<file path="config.mk">
export PLATFORM = sky130hd
export DESIGN_NAME = draw_square_arbiter
export DESIGN_NICKNAME = d
export VERILOG_FILES = /design/src/rtl/draw_square_arbiter.sv
export SDC_FILE = /design/constraint.sdc
export NUM_CORES = 1
export LEC_CHECK = 0
export CAP_MARGIN = 20
export CORE_MARGIN = 5
export CORE_UTILIZATION = 40
export DETAILED_ROUTE_END_ITERATION = 12
export DONT_BUFFER_PORTS = 1
export PLACE_DENSITY = 0.6
export RECOVER_POWER = 100
export SKIP_CTS_REPAIR_TIMING = 1
export SLEW_MARGIN = 10
export SYNTH_ARGS = -nofsm -noshare
export SYNTH_HDL_FRONTEND = slang
export SYNTH_SLANG_ARGS = --single-unit
</file>
<file path="constraint.sdc">
create_clock -name clock -period 2.35 [get_ports clock]
set_clock_uncertainty 0.1 [all_clocks]
set_input_delay 0.47 -clock clock [delete_from_list [all_inputs] [get_ports clock]]
set_output_delay 0.47 -clock clock [all_outputs]
set_load 0.05 [all_outputs]
</file>
<file path="src/rtl/draw_square_arbiter.sv">
// Round-robin arbiter sharing one draw_square engine among NUM_REQ requesters.
// Latches the winner's corner/colour, starts the engine, and acks on done or timeout.
module draw_square_arbiter #(
    parameter int NUM_REQ = 4,
    parameter int ID_W    = 2,
    parameter int TIMEOUT = 64,
    parameter int TO_W    = 7
) (
    input  logic                   clock,
    input  logic                   reset,
    input  logic [NUM_REQ-1:0]     req,
    input  logic [9*NUM_REQ-1:0]   req_x,
    input  logic [8*NUM_REQ-1:0]   req_y,
    input  logic [3*NUM_REQ-1:0]   req_colour,
    output logic [NUM_REQ-1:0]     ack,
    output logic                   error,
    output logic                   busy,
    output logic [ID_W-1:0]        grant_id,
    output logic                   engine_start,
    input  logic                   engine_done,
    output logic [8:0]             engine_x,
    output logic [7:0]             engine_y,
    output logic [2:0]             engine_colour
);

    typedef enum logic [1:0] {
        IDLE      = 2'd0,
        ISSUE     = 2'd1,
        WAIT_DONE = 2'd2,
        ACK       = 2'd3
    } state_t;

    state_t          state, state_next;
    logic [ID_W-1:0] last;
    logic [ID_W-1:0] winner;
    logic            found;
    logic [TO_W-1:0] watchdog;
    logic            err_flag;
    logic            timed_out;

    assign timed_out = (watchdog == TO_W'(TIMEOUT - 1));

    // Search starts one past the last winner so a just-served requester goes to the back.
    always_comb begin
        // NOTE: every variable written here gets a default first, so no path can infer a latch.
        winner = '0;
        found  = 1'b0;
        for (int i = 1; i <= NUM_REQ; i++) begin
            if (!found && req[(int'(last) + i) % NUM_REQ]) begin
                found  = 1'b1;
                winner = ID_W'((int'(last) + i) % NUM_REQ);
            end
        end
    end

    always_ff @(posedge clock or negedge reset) begin
        // NOTE: registered state uses non-blocking assignments so all flops update from pre-edge values.
        if (!reset) state <= IDLE;
        else        state <= state_next;
    end

    always_comb begin
        state_next = state;
        case (state)
            IDLE:      if (|req) state_next = ISSUE;
            ISSUE:     state_next = WAIT_DONE;
            WAIT_DONE: if (engine_done || timed_out) state_next = ACK;
            ACK:       state_next = IDLE;
            default:   state_next = IDLE;
        endcase
    end

    always_ff @(posedge clock or negedge reset) begin
        if (!reset) begin
            grant_id      <= '0;
            last          <= ID_W'(NUM_REQ - 1);
            engine_x      <= '0;
            engine_y      <= '0;
            engine_colour <= '0;
            watchdog      <= '0;
            err_flag      <= 1'b0;
        end else begin
            case (state)
                IDLE: begin
                    if (|req) begin
                        grant_id      <= winner;
                        last          <= winner;
                        engine_x      <= req_x[9*int'(winner) +: 9];
                        engine_y      <= req_y[8*int'(winner) +: 8];
                        engine_colour <= req_colour[3*int'(winner) +: 3];
                    end
                end
                ISSUE: watchdog <= '0;
                WAIT_DONE: begin
                    watchdog <= watchdog + 1'b1;
                    // Done in the same cycle as the timeout still counts as success.
                    err_flag <= !engine_done;
                end
                default: ;
            endcase
        end
    end

    always_comb begin
        engine_start = (state == ISSUE);
        busy         = (state != IDLE);
        ack          = (state == ACK) ? (NUM_REQ'(1) << grant_id) : '0;
        error        = (state == ACK) && err_flag;
    end

endmodule

</file>
## Yosys cells after proc, flatten, opt, wreduce, memory -nomap -nowiden

Index checks and enable logic that the tools add are counted.

- Flip-flop bits (word level): 34
- Output and inout bits: 29
- Logic and storage cells: 76

- Shift-type cells: 4
- Order comparisons: 4
- Mux-type cells: 24
- Add/subtract/negate cells: 5
- $mul: 2
- Reduce and logical (&&, ||, !) cells: 19
- Bitwise operators: 4
- Eq/ne operators: 6

Operators by type and width:

| kind | number |
|---|---|
| $shiftx A36 B7 Y9 | 1 |
| $shiftx A32 B6 Y8 | 1 |
| $lt A3 B4 Y1 const B | 4 |
| $pmux W7 S2 | 1 |
| $mux W2 | 6 |
| $shiftx A12 B5 Y3 | 1 |
| $mux W1 | 11 |
| $bmux W1 S2 | 4 |
| $pmux W2 S4 | 1 |
| $reduce_or A2 Y1 | 4 |
| $add A7 B1 Y7 const B | 1 |
| $eq A7 B6 Y1 const B | 1 |
| $mul A4 B2 Y6 const A | 1 |
| $add A2 B1 Y2 const B | 2 |
| $add A2 B2 Y2 const B | 2 |
| $and A1 B1 Y1 const A | 4 |
| $eq A2 B2 Y1 const B | 2 |
| $logic_and A1 B1 Y1 | 4 |
| $logic_not A1 Y1 | 4 |
| $mul A2 B2 Y4 const A | 1 |
| $mux W4 | 1 |
| $ne A2 B2 Y1 const B | 2 |
| $reduce_and A2 Y1 | 2 |
| $reduce_bool A2 Y1 | 2 |
| other kinds (5) | 5 |

## Longest topological paths before layout

- Word-level depth: 18
- Gate-level depth with buffers: 8

## Worst setup path before layout

OpenSTA, ideal clock, no wires.

- Path kind: register to output
- Start: reg grant_id[0]
- End: out ack[0]
- Path buffers: 0
- Cell stages (with the launch flop): 2
- Arrival: 1,819 ps
- Slack: -39 ps
- Cells stage by stage: dfrtp_1 > nor3b_1

- Longest elaborated chain between the ends: 2

RTL lines:

| what | RTL line | text |
|---|---|---|
| start, declared | 18 | `output logic [ID_W-1:0] grant_id,` |
| start signal, assigned | 86 | `grant_id <= winner;` |
| $shl A1 B2 Y4 | 107 | `ack = (state == ACK) ? (NUM_REQ'(1) << grant_id) : '0;` |
| $mux W4 | 107 |  |
| end, declared | 15 | `output logic [NUM_REQ-1:0] ack,` |

Every way passes these cells.

## Worst setup path after layout

- Start: reg state[1]
- End: out ack[2]

- Longest elaborated chain between the ends: 2

RTL lines:

| what | RTL line | text |
|---|---|---|
| start, declared | 33 | `state_t state, state_next;` |
| start signal, assigned | 59 | `else state <= state_next;` |
| $eq A2 B2 Y1 | 107 |  |
| $mux W4 | 107 |  |

Every way passes these cells.

==> flow_metrics.env <==
export IMPL_outcome="complete, no violations"
export IMPL_crit_path_end_kind="primary output"
export IMPL_r2r_slack_ns=0.36
export IMPL_synth_top_area_share_pct=36.2
export IMPL_drive_gt1_share_pct=15.0
export IMPL_hold_class="in2reg"
export IMPL_p_clk_share_pct=12.7
export IMPL_initial_utilization_pct=40.7
export IMPL_worst_slew_pin_slew_ns=0.880
export IMPL_post_dp_hpwl_mm=4.18
export IMPL_die_area_mm2=0.00713
export IMPL_worstReg2RegStart="state[1]"
export IMPL_max_freq_mhz=471
export IMPL_power_frac_seq_pct=44.5
export IMPL_track_usage_pct=16.3
export IMPL_grt_setup_unrepaired="no"
export IMPL_synth_area_leader_cell="dfrtp_1"
export IMPL_slowest_delay_ns=0.47
export IMPL_drv_slew=0
export IMPL_vias=1766
export IMPL_syn_cell_area_mm2=0.00221
export IMPL_holdWs_ns=0.296
export IMPL_dieWidth_um=84.4
export IMPL_gr_usage_met1_pct=19.0
export IMPL_ir_drop_mv=0.499
export IMPL_grt_max_degree=35
export IMPL_fin_setup_tns_ns=0
export IMPL_async_flop_share_pct=100
export IMPL_p_comb_share_pct=42.8
export IMPL_crit_chain="ha_1, nand2_1, nor2_1, clkbuf_1"
export IMPL_fp_row_count=27
export IMPL_clock_latency_ns=0.29
export IMPL_cts_clk_slew_worst_paths_ns=0.07
export IMPL_final_antenna_net_count=0
export IMPL_syn_area_per_cell_um2=9.42
export IMPL_nets=331
export IMPL_drc=0
export IMPL_overflow=0
export IMPL_cts_made_buffers=5
export IMPL_synth_fa_ha_area_share_pct=2.82
export IMPL_switchingPower_mw=2.01
export IMPL_holdPathEnd="err_flag"
export IMPL_seqCellArea_um2=853
export IMPL_drtIter0Drc=76
export IMPL_syn2layout_area_growth_pct=7.51
export IMPL_htree_levels=2
export IMPL_grt_antenna_before_repair=0
export IMPL_critical_path_max_fanout=5
export IMPL_reg2reg_depth=7
export IMPL_synth_nets=327
export IMPL_die_height_um=84.4
export IMPL_setup_worst_path_start="state[1]"
export IMPL_synthXorXnorAreaFrac_pct=0.395
export IMPL_diodes=0
export IMPL_synth_top_family_by_area="compound AO/OA/AOI/OAI gates"
export IMPL_via_per_inst=5.66
export IMPL_core_area_mm2=0.00544
export IMPL_use_met3_pct=5.99
export IMPL_nFillCells=560
export IMPL_timing_rr_end="engine_x[5]"
export IMPL_power_density_mw_per_mm2=1520
export IMPL_grt_busiest_layer="met2"
export IMPL_yosys_area_share_simple_pct=20.5
export IMPL_routedWlPerCell_um=18.5
export IMPL_maxSlewHeadroom_pct=41.3
export IMPL_dr_pass1_iters=4
export IMPL_period_share_pct=90.3
export IMPL_startpoint_type="flop"
export IMPL_grt_pass1_wl_mm=9.21
export IMPL_final_hold_viol_count=0
export IMPL_synth_compound_area_share_pct=20.9
export IMPL_arrival_ns=1.55
export IMPL_drt_total_wl_mm=5.77
export IMPL_synth_edf_count=0
export IMPL_cts_sink_count=34
export IMPL_ys_seq_area_share_pct=38.5
export IMPL_power_internal_mw=1.61
export IMPL_finalSetupViolCount=0
export IMPL_fin_crit_ns=2.12
export IMPL_grt_met2_usage_pct=28.3
export IMPL_p_sw_share_pct=55.6
export IMPL_timing_hold_worst_start="engine_done"
export IMPL_cts_tree="done"
export IMPL_portBuffers=0
export IMPL_ys_ff_latch=34
export IMPL_synthFlopType="dfrtp_1"
export IMPL_yosys_warnings=0
export IMPL_grt_pass1_vias=1822
export IMPL_multi_input_area_mm2=0.00122
export IMPL_synth_cells=235
export IMPL_clockBufferDepth=2
export IMPL_synth_mux_area_share_pct=10.0
export IMPL_cap_violations=0
export IMPL_ioPinCount=116
export IMPL_hold_depth=2
export IMPL_crit_type="reg2out"
export IMPL_place_area_mm2=0.00229
export IMPL_worst_path_max_delay_cell="clkbuf_1"
export IMPL_yosysUniqueCellTypes=38
export IMPL_synth_area_leaders="dfrtp_1, mux2i_1, a221oi_1, and2_1, nor2_1"
export IMPL_p_leak_nw=0.985
export IMPL_required_ns=1.78
export IMPL_gp_congestion=0.723
export IMPL_final_area_mm2=0.00238
export IMPL_cts_root_buf="clkbuf_8"
==> how the worst max path moves through the flow <==
stage	cells past startpoint	to	slack (ns)
finish	4	ack[2]	0.23
global route	4	ack[2]	0.13
CTS	4	engine_y[2]	0.08
detailed placement	4	engine_colour[2]	0.08
global placement	4	engine_y[7]	0.14
floorplan	8	engine_x[1]	0.34
==> layer usage <==
metal	part of all wire [%]	vias up
met5	0	-
met2	51	82
met4	0.83	0
met1	40	827
met3	8.0	5
li1	-	852
==> power groups by stage <==
stage,combinational [mW],sequential (mW),clock [mW]
2_1_floorplan,1.29,1.63,0
3_3_place_gp,1.57,1.63,0
3_5_place_dp,1.60,1.63,0
4_1_cts,1.60,1.62,0.474
5_1_grt,1.73,1.65,0.508
6_report,1.55,1.61,0.459
==> worst max-delay path: cells and delay by family (launching register included) <==
family / cells / cell delay (ns)
simple gates: 2 / 0.15
flops: 1 / 0.40
fa+ha+maj: 1 / 0.25
buf+inv: 1 / 0.47
==> cell usage after synthesis (5+ instances only) <==
cell type  number
a221oi_1       20
a211oi_1       14
o21ai_0        10
a211oi_2        6
nand3_1         6
and2_1         21
nor2_1         29
nand2_1        11
clkbuf_1        9
ha_1            5
mux2i_1        21
inv_1          10
dfrtp_1        32
==> kinds of logic after synthesis <==
group	after synthesis
simple gates	87
compound gates	59
mux	22
fa+ha+maj	5
xor+xnor	1
flops	34
buf+inv	27
==> stage by stage <==
| stage | std cells | power [mW] | setup WS, ns | util [%] |
|---|---|---|---|---|
| global placement | 302 | 3.20 | 0.142 | 42.1 |
| CTS | 310 | 3.69 | 0.0798 | 43.8 |
| finish | 312 | 3.62 | 0.229 | 43.8 |
| detailed placement | 302 | 3.23 | 0.0810 | 42.1 |
| floorplan | 235 | 2.92 | 0.342 | - |
| global route | 312 | 3.88 | 0.134 | 43.8 |
==> layout make-up <==
cell class              count  area share (%)
repair buffers             14            3.63
clock inverters             2           0.525
clock buffers               6            3.47
well taps                  72            3.78
flip-flops and latches     34            35.8
inverters                  10            1.58
multi-input cells         174            51.2
==> layout by cell type, fill, tap and decap left out, types with 2 or more instances in the layout <==
master    netlist  final
nand3_1         6      6
o21ai_0        10     11
clkbuf_2        0      4
dfstp_2         2      2
o21ai_2         2      2
a211oi_1       14     14
inv_1          10     10
mux2i_1        21     21
buf_4           2      6
a211oi_2        6      6
clkbuf_8        0      6
nand2b_1        2      2
ha_1            5      5
nor2b_1         4      4
and2_1         21     20
nor2_1         29     29
dfrtp_1        32     32
nand2_1        11     11
and3_1          2      2
clkbuf_1        9      3
a21oi_1         4      4
or2_2           2      2
a221oi_1       20     20
==> registers in the layout, summed over array words and instances, names as in the netlist <==
| signal | flops |
|---|---|
| state | 2 |
| watchdog | 7 |
| last | 2 |
| grant_id | 2 |
| engine_colour | 3 |
| err_flag | 1 |
| engine_y | 8 |
| engine_x | 9 |
Note: power is estimated with default switching activity, not from simulation.
